--- src/rtl/sll_pipe_if.sv ---
// Purpose : handshake bundle for sll_pipe (operand/shift-amount in, shifted result out).
// Ports   : InBS/ShAmt/InValid/InReady on the upstream side, OutBS/OutValid/OutReady downstream;
//           Rot is present only when SLL_PIPE_ROT_EN is defined. master = driver/consumer, slave = shifter.
interface sll_pipe_if #(
    parameter int OPERAND_WIDTH = 16,
    parameter int SHAMT_WIDTH   = 4
);
    logic [OPERAND_WIDTH-1:0] InBS;
    logic [SHAMT_WIDTH-1:0]   ShAmt;
    logic                     InValid;
    logic                     InReady;
    logic [OPERAND_WIDTH-1:0] OutBS;
    logic                     OutValid;
    logic                     OutReady;
`ifdef SLL_PIPE_ROT_EN
    logic                     Rot;
`endif

    modport master (
`ifdef SLL_PIPE_ROT_EN
        output Rot,
`endif
        output InBS,
        output ShAmt,
        output InValid,
        input  InReady,
        input  OutBS,
        input  OutValid,
        output OutReady
    );

    modport slave (
`ifdef SLL_PIPE_ROT_EN
        input  Rot,
`endif
        input  InBS,
        input  ShAmt,
        input  InValid,
        output InReady,
        output OutBS,
        output OutValid,
        input  OutReady
    );
endinterface

--- src/rtl/sll_pipe.sv ---
// Purpose : two-stage logical-left barrel shifter (optional rotate when SLL_PIPE_ROT_EN is defined).
// Latency : 2 cycles from input transfer to OutValid; 1 result/cycle sustained.
// Backpressure: OutReady low stalls s2, then s1; InReady drops only when both stages are full.
// Ports   : clk, rst (async active-high), io (sll_pipe_if.slave: InBS, ShAmt, InValid, InReady,
//           OutBS, OutValid, OutReady, and Rot with SLL_PIPE_ROT_EN).
module sll_pipe #(
    parameter int OPERAND_WIDTH = 16,
    parameter int SHAMT_WIDTH   = 4
) (
    input  logic       clk,
    input  logic       rst,
    sll_pipe_if.slave  io
);
    localparam int HALF = SHAMT_WIDTH / 2;

    // Applies the shift bits of one stage; bit i of amt shifts by 2**(base+i).
    // With rot set, bits leaving the MSB wrap around to the LSB.
    function automatic logic [OPERAND_WIDTH-1:0] stage_shift(
        input logic [OPERAND_WIDTH-1:0] x,
        input logic [HALF-1:0]          amt,
        input int                       base,
        input logic                     rot
    );
        logic [OPERAND_WIDTH-1:0] r;
        int                       k;
        r = x;
        for (int i = 0; i < HALF; i++) begin
            k = 1 << (base + i);
            if (amt[i]) begin
                if (rot) r = (r << k) | (r >> (OPERAND_WIDTH - k));
                else     r = r << k;
            end
        end
        return r;
    endfunction

    logic                     s1_valid;
    logic [OPERAND_WIDTH-1:0] s1_dat;
    logic [HALF-1:0]          s1_shamt_hi;
    logic                     s2_valid;
    logic [OPERAND_WIDTH-1:0] s2_dat;
    logic                     s1_adv;
    logic                     s2_adv;
    logic                     in_rot;
    logic                     s1_rot_q;
    logic [OPERAND_WIDTH-1:0] s1_nxt;
    logic [OPERAND_WIDTH-1:0] s2_nxt;

    // A stage may take new data when it is empty or its content moves on this cycle.
    assign s2_adv     = !s2_valid || io.OutReady;
    assign s1_adv     = !s1_valid || s2_adv;
    // Held low during reset so nothing is accepted into a pipe being cleared.
    assign io.InReady = s1_adv && !rst;

`ifdef SLL_PIPE_ROT_EN
    assign in_rot = io.Rot;

    always_ff @(posedge clk or posedge rst) begin
        if (rst) begin
            s1_rot_q <= 1'b0;
        end else if (s1_adv && io.InValid) begin
            s1_rot_q <= io.Rot;
        end
    end
`else
    assign in_rot   = 1'b0;
    assign s1_rot_q = 1'b0;
`endif

    assign s1_nxt = stage_shift(io.InBS, io.ShAmt[HALF-1:0], 0, in_rot);
    assign s2_nxt = stage_shift(s1_dat, s1_shamt_hi, HALF, s1_rot_q);

    always_ff @(posedge clk or posedge rst) begin
        if (rst) begin
            s1_valid    <= 1'b0;
            s1_dat      <= '0;
            s1_shamt_hi <= '0;
            s2_valid    <= 1'b0;
            s2_dat      <= '0;
        end else begin
            // An idle input while s1 advances leaves a bubble behind.
            if (s1_adv) begin
                s1_valid <= io.InValid;
                if (io.InValid) begin
                    s1_dat      <= s1_nxt;
                    s1_shamt_hi <= io.ShAmt[SHAMT_WIDTH-1:HALF];
                end
            end
            // Result data is only replaced by a real operand, so OutBS holds across bubbles.
            if (s2_adv) begin
                s2_valid <= s1_valid;
                if (s1_valid) begin
                    s2_dat <= s2_nxt;
                end
            end
        end
    end

    assign io.OutBS    = s2_dat;
    assign io.OutValid = s2_valid;
endmodule

--- src/flat_wrapper.sv ---
// flat-port wrapper written by rule: the top's interface ports become plain ports
module sll_pipe_flat 
#(
    parameter int OPERAND_WIDTH = 16,
    parameter int SHAMT_WIDTH   = 4
)
  (clk, rst, io_InBS, io_ShAmt, io_InValid, io_InReady, io_OutBS, io_OutValid, io_OutReady);
  sll_pipe_if #(.OPERAND_WIDTH(OPERAND_WIDTH), .SHAMT_WIDTH(SHAMT_WIDTH)) io_i ();
  input  logic clk;
  input  logic rst;
  input wire logic [$bits(io_i.InBS)-1:0] io_InBS;
  input wire logic [$bits(io_i.ShAmt)-1:0] io_ShAmt;
  input wire logic [$bits(io_i.InValid)-1:0] io_InValid;
  output wire logic [$bits(io_i.InReady)-1:0] io_InReady;
  output wire logic [$bits(io_i.OutBS)-1:0] io_OutBS;
  output wire logic [$bits(io_i.OutValid)-1:0] io_OutValid;
  input wire logic [$bits(io_i.OutReady)-1:0] io_OutReady;
  assign io_i.InBS = io_InBS;
  assign io_i.ShAmt = io_ShAmt;
  assign io_i.InValid = io_InValid;
  assign io_InReady = io_i.InReady;
  assign io_OutBS = io_i.OutBS;
  assign io_OutValid = io_i.OutValid;
  assign io_i.OutReady = io_OutReady;
  sll_pipe #(.OPERAND_WIDTH(OPERAND_WIDTH), .SHAMT_WIDTH(SHAMT_WIDTH)) u_core (.clk(clk), .rst(rst), .io(io_i));
endmodule
--- config.mk ---
export PLATFORM = sky130hd
export DESIGN_NAME = sll_pipe_flat
export DESIGN_NICKNAME = d
export VERILOG_FILES = /design/src/rtl/sll_pipe_if.sv /design/src/rtl/sll_pipe.sv /design/src/flat_wrapper.sv
export SDC_FILE = /design/constraint.sdc
export NUM_CORES = 1
export LEC_CHECK = 0
export CORE_MARGIN = 2
export CORE_UTILIZATION = 50
export CTS_CLUSTER_DIAMETER = 200
export DETAILED_ROUTE_END_ITERATION = 8
export GPL_ROUTABILITY_DRIVEN = 0
export GPL_TIMING_DRIVEN = 0
export PLACE_DENSITY_LB_ADDON = 0.2
export SETUP_SLACK_MARGIN = 0.3
export SLEW_MARGIN = 20
export SYNTH_ARGS = -nofsm -noshare
export SYNTH_HDL_FRONTEND = slang
export SYNTH_SLANG_ARGS = --single-unit
--- constraint.sdc ---
create_clock -name clk -period 1.5 [get_ports clk]
set_input_delay 0.15 -clock clk [delete_from_list [all_inputs] [get_ports clk]]
set_output_delay 0.15 -clock clk [all_outputs]
set_load 0.02 [all_outputs]
==> Yosys cells after proc, flatten, opt, wreduce, memory -nomap -nowiden <==
Index checks and enable logic that the tools add are counted.
{ "totals": {"input_bits": 24, "output_inout_bits": 18, "word_cells": 17, "register_bits": 36} }
{ "classes": {"n_mux": 4, "reduce_logical": 8} }
{ "op_table": {"columns": ["op", "count"], "rows": [
  ["$mux 16", 4],
  ["$reduce_and 2->1", 2],
  ["$logic_not 1->1", 3],
  ["$logic_or 1x1->1", 2],
  ["$logic_and 1x1->1", 1]
]} }

==> Logic depth before layout (Yosys ltp) <==
Gate-level depths: netlist of run 1.
{ "logic_depth": {"ltp_word": 4, "depth_mapped": 5, "mapped_depth_nobuf": 3} }

==> Worst setup path before layout of run 1 <==
Ideal clock, no wire load.
{ "synth_timing": {"path_kind": "input-to-output", "start": "in rst", "end": "out io_InReady", "slack_ns": 0.082, "cell_stages": 2, "arrival_ns": 1.268, "path_buffers": 0, "required_time_ns": 1.350, "cell_sequence": "inv_1 -> and2_1"} }
{ "synth_via": {"elab_chain_len": 2} }
{ "synth_rtl": {"columns": ["element", "line", "rtl"], "rows": [
  ["start, declared", "flat_wrapper.sv:10", "input logic rst;"],
  ["$logic_not 1->1", "sll_pipe.sv:53", "assign io.InReady = s1_adv && !rst;"],
  ["$logic_and 1x1->1", "sll_pipe.sv:53", null],
  ["end, declared", "flat_wrapper.sv:14", "output wire logic [$bits(io_i.InReady)-1:0] io_InReady;"]
]} }
Every way passes these cells.

==> Worst setup path in the final report of run 1 <==
{ "layout_timing": {"start": "reg u_core.s2_valid (netlist: u_core.io.OutValid)", "end": "reg u_core.s1_dat[1]"} }
{ "layout_via": {"elab_chain_len": 4} }
{ "layout_rtl": {"columns": ["element", "line", "rtl"], "rows": [
  ["start, declared", "sll_pipe.sv:40", "logic s2_valid;"],
  ["start signal, assigned", "sll_pipe.sv:91", "s2_valid <= s1_valid;"],
  ["$logic_not 1->1", "sll_pipe.sv:50", "assign s2_adv = !s2_valid || io.OutReady;"],
  ["$logic_or 1x1->1", "sll_pipe.sv:50", null],
  ["$logic_or 1x1->1", "sll_pipe.sv:51", "assign s1_adv = !s1_valid || s2_adv;"],
  ["$reduce_and 2->1 (no source line)", null, null],
  ["end signal, assigned", "sll_pipe.sv:85", "s1_dat <= s1_nxt;"],
  ["end, declared", "sll_pipe.sv:38", "logic [OPERAND_WIDTH-1:0] s1_dat;"]
]} }
Every way passes these cells.
A chain may end at the register's enable or synchronous reset.

==> results of run 1 <==
-- critical path, stage by stage (launching register included) --
cell and delay [ns]:
dfrtp_2 0.42, nand3b_1 0.15, buf_6 0.14, nand2_8 0.07, clkbuf_16 0.17, mux2_4 0.29
-- registers in the layout (all words and copies together) (netlist names) --
register / flops
u_core.io.OutBS: 16
u_core.s1_dat: 16
u_core.s1_shamt_hi: 2
u_core.io.OutValid: 1
u_core.s1_valid: 1
-- metrics by stage --
| stage | hold slack (ns) | utilization (%) | setup TNS [ns] | total power [mW] | std cells |
|---|---|---|---|---|---|
| 2_1_floorplan | 0.106 | - | 0 | 2.02 | 143 |
| 3_3_place_gp | 0.459 | 66.3 | -2.20 | 2.43 | 230 |
| 3_5_place_dp | 0.464 | 66.3 | -3.24 | 2.48 | 230 |
| 4_1_cts | 0.129 | 70.6 | 0 | 3.26 | 244 |
| 5_1_grt | 0.166 | 73.2 | 0 | 3.48 | 251 |
| 6_report | 0.128 | 73.2 | 0 | 3.32 | 251 |
-- metal layers --
layer | vias up | track usage [%] | part of all wire (%) | wire length, microns
met3 | 10 | 5.07 | 4.7 | 202
met4 | 0 | 9.18 | 2.4 | 103
met2 | 43 | 38.8 | 55 | 2390
met5 | - | 0 | 0 | 0
li1 | 649 | - | - | -
met1 | 691 | 21.3 | 38 | 1650
-- power by group through the flow --
stage	Combinational, mW	Sequential [mW]	Clock [mW]
floorplan	0.551	1.47	0
global placement	1.10	1.33	0
detailed placement	1.13	1.35	0
CTS	1.09	1.33	0.834
global route	1.23	1.36	0.893
finish	1.16	1.34	0.825
-- placed cells by master, fill, tap and decap left out, drive strengths merged --
cell type       n
nand3b          2
and2            1
mux4            7
clkbuf          7
o21ai           1
clkinvlp        2
bufinv          1
clkdlybuf4s50  20
mux2           30
buf            22
mux2i          30
dlygate4sd2    18
nand2b          3
a21o            4
nor3b           1
nor2            6
nor2b           1
clkinv          1
nand2           2
and4            4
dfrtp          36
o2bb2ai         4
-- kinds of logic after synthesis --
| kind of cell | after synthesis |
|---|---|
| buffers and inverters | 11 |
| AOI/OAI and AO/OA | 9 |
| and+or+nand+nor | 20 |
| muxes | 67 |
| DFF | 36 |
-- what timing repair did --
item                                    4_1_cts  5_1_grt
pin swaps                                     2        1
resized for setup                            29        9
endpoints found under the setup margin       52       36
gates cloned                                  1        1
setup buffers                                 5        6
-- layout make-up --
| type | instances | area, sq um |
|---|---|---|
| multi-input cells | 96 | 1060 |
| fillers | 270 | 995 |
| flip-flops and latches | 36 | 903 |
| repair buffers | 51 | 477 |
| plain buffers | 10 | 105 |
| clock buffers | 6 | 72.6 |
| well taps | 48 | 60.1 |
| clock inverters | 2 | 35.0 |
| inverters | 1 | 7.51 |
| repair inverters | 1 | 5.00 |
-- worst max-delay path by stage --
| stage | to | slack, ns | cells after the start |
|---|---|---|---|
| after floorplan | u_core.s1_dat[0] | 0.19 | 4 |
| after global placement | io_InReady | -0.85 | 4 |
| after detailed placement | io_InReady | -0.91 | 4 |
| after CTS | io_InReady | 0.10 | 3 |
| after global routing | u_core.s1_dat[3] | 0.12 | 5 |
| final | u_core.s1_dat[1] | 0.15 | 5 |
==> results by group, run 1 <==
Logic synthesis
  • Ys flop type: dfrtp_1
  • Mapped Nets: 167
  • Synth Area in Adders: 0%
  • EDFF count, synth: 0
  • Most common cell in the netlist: dfrtp_1
  • Yosys top cell by area: dfrtp_1
  • Sequential-to-total area share from yosys stat: 45.8%
  • Post-Syn Area: 0.00197 sq mm
  • Multiplexer share of the synthesized area: 40.5%
  • Top-area cell type share of the netlist area: 45.8%
  • YS warnings: 0
  • Synth unique cells: 19
  • Post-synthesis simple-gate area fraction: 6.30%
  • Synth top cells by count: dfrtp_1 (36), mux2_2 (30), mux2i_1 (30)
  • Largest family of logic cells by synthesized area: multiplexers
  • Yosys reg bits: 36
  • Compound-Gate Fraction of Synth Area: 3.56%
  • Avg Cell Area, Syn: 13.7 sq um
  • Post-Syn Instances: 143
  • Ys async rst share: 100%
  • Xor/xnor share of the synthesized area: 0%
  • Ranking of synthesized cells by area: dfrtp_1 (46%), mux2_2 (17%), mux2i_1 (15%)

Global routing
  • All-Layer GR Usage: 20.6%
  • Largest net degree at the start of global routing: 19
  • Vias in the first global route: 1,397
  • Remaining Overflow, GRT: 0
  • Initial antenna violation count: 0
  • First-pass GRT wire length: 6660 microns

Power
  • Clock share of power: 24.8%
  • Static Leak: 1.31 nW
  • Combinational share of power: 34.8%
  • Sw Share: 30.7%
  • Peak supply drop: 0.559 mV
  • Sequential power share: 40.4%
  • Int Power: 2.30 mW
  • Power Density: 1220 mW/mm^2
  • P_sw: 1.02 mW

Die
  • Die span in x: 66.7 microns
  • Die ar.: 0.00445 sq mm
  • Row cnt: 22
  • I/O pins: 42
  • Core area: 0.00372 sq mm
  • Die Ht: 66.7 microns
  • Initial Util: 52.9%

Routing
  • Routed WL per cell: 17.3 microns
  • Via/cell ratio: 5.55
  • Vias post-DR: 1,393
  • Drt drc: 0
  • Iter 0 DRT Violations: 28
  • Post-DRT Antenna Nets: 0
  • Drt total wl: 4340 microns
  • Drt first pass iters: 4

STA
  • Final Hold Vio Count: 0
  • Max-slew headroom: 47.9%
  • Setup ws final: 0.151 ns
  • Worst Tran Pin Value: 0.778 ns
  • Fmax: 741 MHz
  • Final-report max-slew violation count: 0
  • RSZ-0062 raised after global routing: yes
  • # setup viols final: 0
  • Min cycle time layout: 1.35 ns
  • Share of the clock period used by the worst path: 89.9%
  • Final Skew: 0.00534 ns

Worst setup path
  • Startpoint types: flip-flop
  • R2r startpoint: u_core.io.OutValid
  • R2R cell count: 5
  • Crit Path Class: flip-flop to flip-flop
  • CP Launch Point: u_core.io.OutValid
  • Critical Path Fanout Max: 7
  • Worst Path Required: 1.68 ns
  • Critical Path End Type: flip-flop
  • CP arrival: 1.53 ns
  • Reg-to-Reg End: u_core.s1_dat[1]
  • Reg2reg setup slack: 0.15 ns

CTS
  • Clock sinks: 36
  • Reg clk slew, reported paths: 0.07 ns
  • Clk_lat worst skew: 0.29 ns
  • Num CTS Buffers: 5
  • CTS max path bufs: 2
  • CTS root buffer: clkbuf_8
  • Cts hold-fix bufs: 0
  • CTS tree: done
  • H-tree Lvls: 2

Final layout
  • Nets: 226
  • Post-route cell area: 0.00272 sq mm
  • Area Growth Syn to Fin: 38.4%
  • Antenna cells: 0
  • Share of cells above drive strength 1: 37.4%

Place
  • Area after DPL: 0.00246 sq mm
  • Dpl ws: -0.911 ns
  • PortBufs: 39
  • DP HPWL: 3040 microns

Worst hold path
  • Worst hold path type: input port to async pin

Flow run
  • Maxcap violations: 0

Status
  • Status: finished, final reports clean
Note: power is estimated with default switching activity, not from simulation.
==> inputs of run 2 (changes only) <==
--- a/config.mk
+++ b/config.mk
@@ -6,7 +6,8 @@
 export NUM_CORES = 1
 export LEC_CHECK = 0
 export CORE_MARGIN = 2
-export CORE_UTILIZATION = 50
+export CORE_UTILIZATION = 52
+export CTS_BUF_LIST = sky130_fd_sc_hd__clkbuf_2
 export CTS_CLUSTER_DIAMETER = 200
 export DETAILED_ROUTE_END_ITERATION = 8
 export GPL_ROUTABILITY_DRIVEN = 0
==> results by group, run 2 (same netlist as run 1, synthesis figures left out) <==
Status
  • Status: finished, final reports clean

CTS
  • Clk_lat worst skew: 0.38 ns
  • CTS tree: done
  • CTS root buffer: clkbuf_2
  • H-tree Lvls: 2
  • CTS max path bufs: 2
  • Clock sinks: 36
  • Cts hold-fix bufs: 0
  • Num CTS Buffers: 5
  • Reg clk slew, reported paths: 0.17 ns

STA
  • Final-report max-slew violation count: 0
  • Final Hold Vio Count: 0
  • RSZ-0062 raised after global routing: yes
  • Total Neg Setup Slack: 0 ns
  • # setup viols final: 0
  • Fmax: 732 MHz
  • Final Skew: 0.0171 ns
  • Min cycle time layout: 1.37 ns
  • Worst Tran Pin Value: 0.794 ns
  • Max-slew headroom: 46.8%
  • Share of the clock period used by the worst path: 91.0%

Global routing
  • First-pass GRT wire length: 7230 microns
  • Remaining Overflow, GRT: 0
  • Met1 Track Usage GR: 26.5%
  • GR peak layer: met2
  • Vias in the first global route: 1,488
  • All-Layer GR Usage: 23.1%
  • M2 GR Usage: 42.7%
  • Initial antenna violation count: 0
  • Met3 usage: 5.14%
  • Largest net degree at the start of global routing: 19

Power
  • Sw Share: 32.5%
  • Power Density: 1160 mW/mm^2
  • Int Power: 2.18 mW
  • Static Leak: 1.36 nW
  • P_sw: 1.05 mW
  • Sequential power share: 41.9%
  • Clock share of power: 18.5%
  • Peak supply drop: 0.508 mV
  • Combinational share of power: 39.7%

Routing
  • Drt first pass iters: 4
  • Drt drc: 0
  • Post-DRT Antenna Nets: 0
  • Iter 0 DRT Violations: 60
  • Via/cell ratio: 5.43
  • Routed WL per cell: 17.5 microns
  • Vias post-DR: 1,407
  • Drt total wl: 4530 microns

Flow run
  • Maxcap violations: 0

Place
  • DP HPWL: 3100 microns
  • Area after DPL: 0.00246 sq mm
  • PortBufs: 39
  • Placed Cells: 230

Die
  • Die Ht: 65.5 microns
  • Die span in x: 65.5 microns
  • Initial Util: 53.7%
  • Core area: 0.00366 sq mm
  • I/O pins: 42
  • Die ar.: 0.00429 sq mm
  • Row cnt: 22

Final layout
  • Core Util, Final: 76.1%
  • Area Growth Syn to Fin: 41.8%
  • Post-route cell area: 0.00279 sq mm
  • Share of cells above drive strength 1: 49.8%
  • Most frequent cells in the layout: dfrtp_1 (34), mux2i_1 (26), clkdlybuf4s50_1 (21)
  • Most common cell after layout, fill and taps aside: dfrtp_1
  • Antenna cells: 0
  • Nets: 234
  • Non-Filler Instances: 259

Worst setup path
  • Worst Path Required: 1.35 ns
  • Startpoint types: flip-flop
  • Crit Path Class: flip-flop to output pin
  • Critical Path End Type: output pin
  • R2r startpoint: u_core.s1_shamt_hi[1]
  • CP arrival: 1.22 ns
  • CP Launch Point: u_core.io.OutValid
  • Critical Path Fanout Max: 3

Worst hold path
  • Worst hold path type: input port to async pin
==> run 2: cell types whose count changed in the layout (fill, tap and decap cells not counted), moves of 2 or more <==
cell,previous run,this run
buf_2,2,18
mux2_2,21,14
buf_6,5,9
mux2_4,9,16
clkbuf_8,5,0
buf_8,1,3
mux2i_1,28,26
clkbuf_2,0,6
dlygate4sd2_1,18,1
==> run 2: worst max-delay path: stages, from the launching register on <==
cell and delay, ns:
dfrtp_2 0.44, nand3b_1 0.12, and2_1 0.15, buf_4 0.14
==> run 2: layout make-up <==
cell class | instances | area (sq um)
tap | 48 | 60.1
inverter | 1 | 7.51
clock inverter | 2 | 35.0
timing repair inverter | 1 | 5.00
buffer | 10 | 111
sequential | 36 | 903
clock buffer | 6 | 30.0
fill | 226 | 875
timing repair buffer | 59 | 517
multi-input combinational | 96 | 1120
==> run 2: power by group through the flow <==
stage          logic [mW]  registers [mW]  clock network (mW)
5_1_grt              1.37            1.37               0.655
2_1_floorplan       0.551            1.47                   0
6_report             1.28            1.35               0.597
3_5_place_dp         1.13            1.36                   0
3_3_place_gp         1.10            1.33                   0
4_1_cts              1.23            1.34               0.603
==> run 2: routing by layer <==
layer  wire length, microns  vias to the layer above
met5                      0                        -
met4                     95                        0
met1                   1740                      681
met3                    204                        8
li1                       -                      675
met2                   2490                       43
==> run 2: worst paths after layout <==
| kind | endpoint | slack (ns) | depth (start not counted) |
|---|---|---|---|
| min in group clk | u_core.s1_dat[3] | 0.27 | 3 |
| worst max register to register | u_core.io.OutBS[14] | 0.16 | 5 |
| max in group asynchronous | u_core.io.OutValid | 0.77 | 2 |
| worst min-delay path | u_core.s1_dat[7] | 0.22 | 3 |
| worst max-delay path | io_InReady | 0.13 | 3 |
| worst min register to register | u_core.io.OutBS[11] | 0.52 | 1 |
==> run 2: stage by stage <==
| stage | hold slack, ns | setup slack, ns | total power, mW |
|---|---|---|---|
| 2_1_floorplan | 0.106 | 0.188 | 2.02 |
| 3_3_place_gp | 0.459 | -0.844 | 2.43 |
| 3_5_place_dp | 0.477 | -0.916 | 2.49 |
| 4_1_cts | 0.240 | 0.164 | 3.17 |
| 5_1_grt | 0.205 | 0.0600 | 3.39 |
| 6_report | 0.220 | 0.135 | 3.23 |
==> run 2: what timing repair did <==
action / CTS / global route
cloned: 2 / 0
resized for setup: 76 / 29
endpoints found under the setup margin: 52 / 49
setup buffers: 13 / 6
pin swaps: 4 / 5
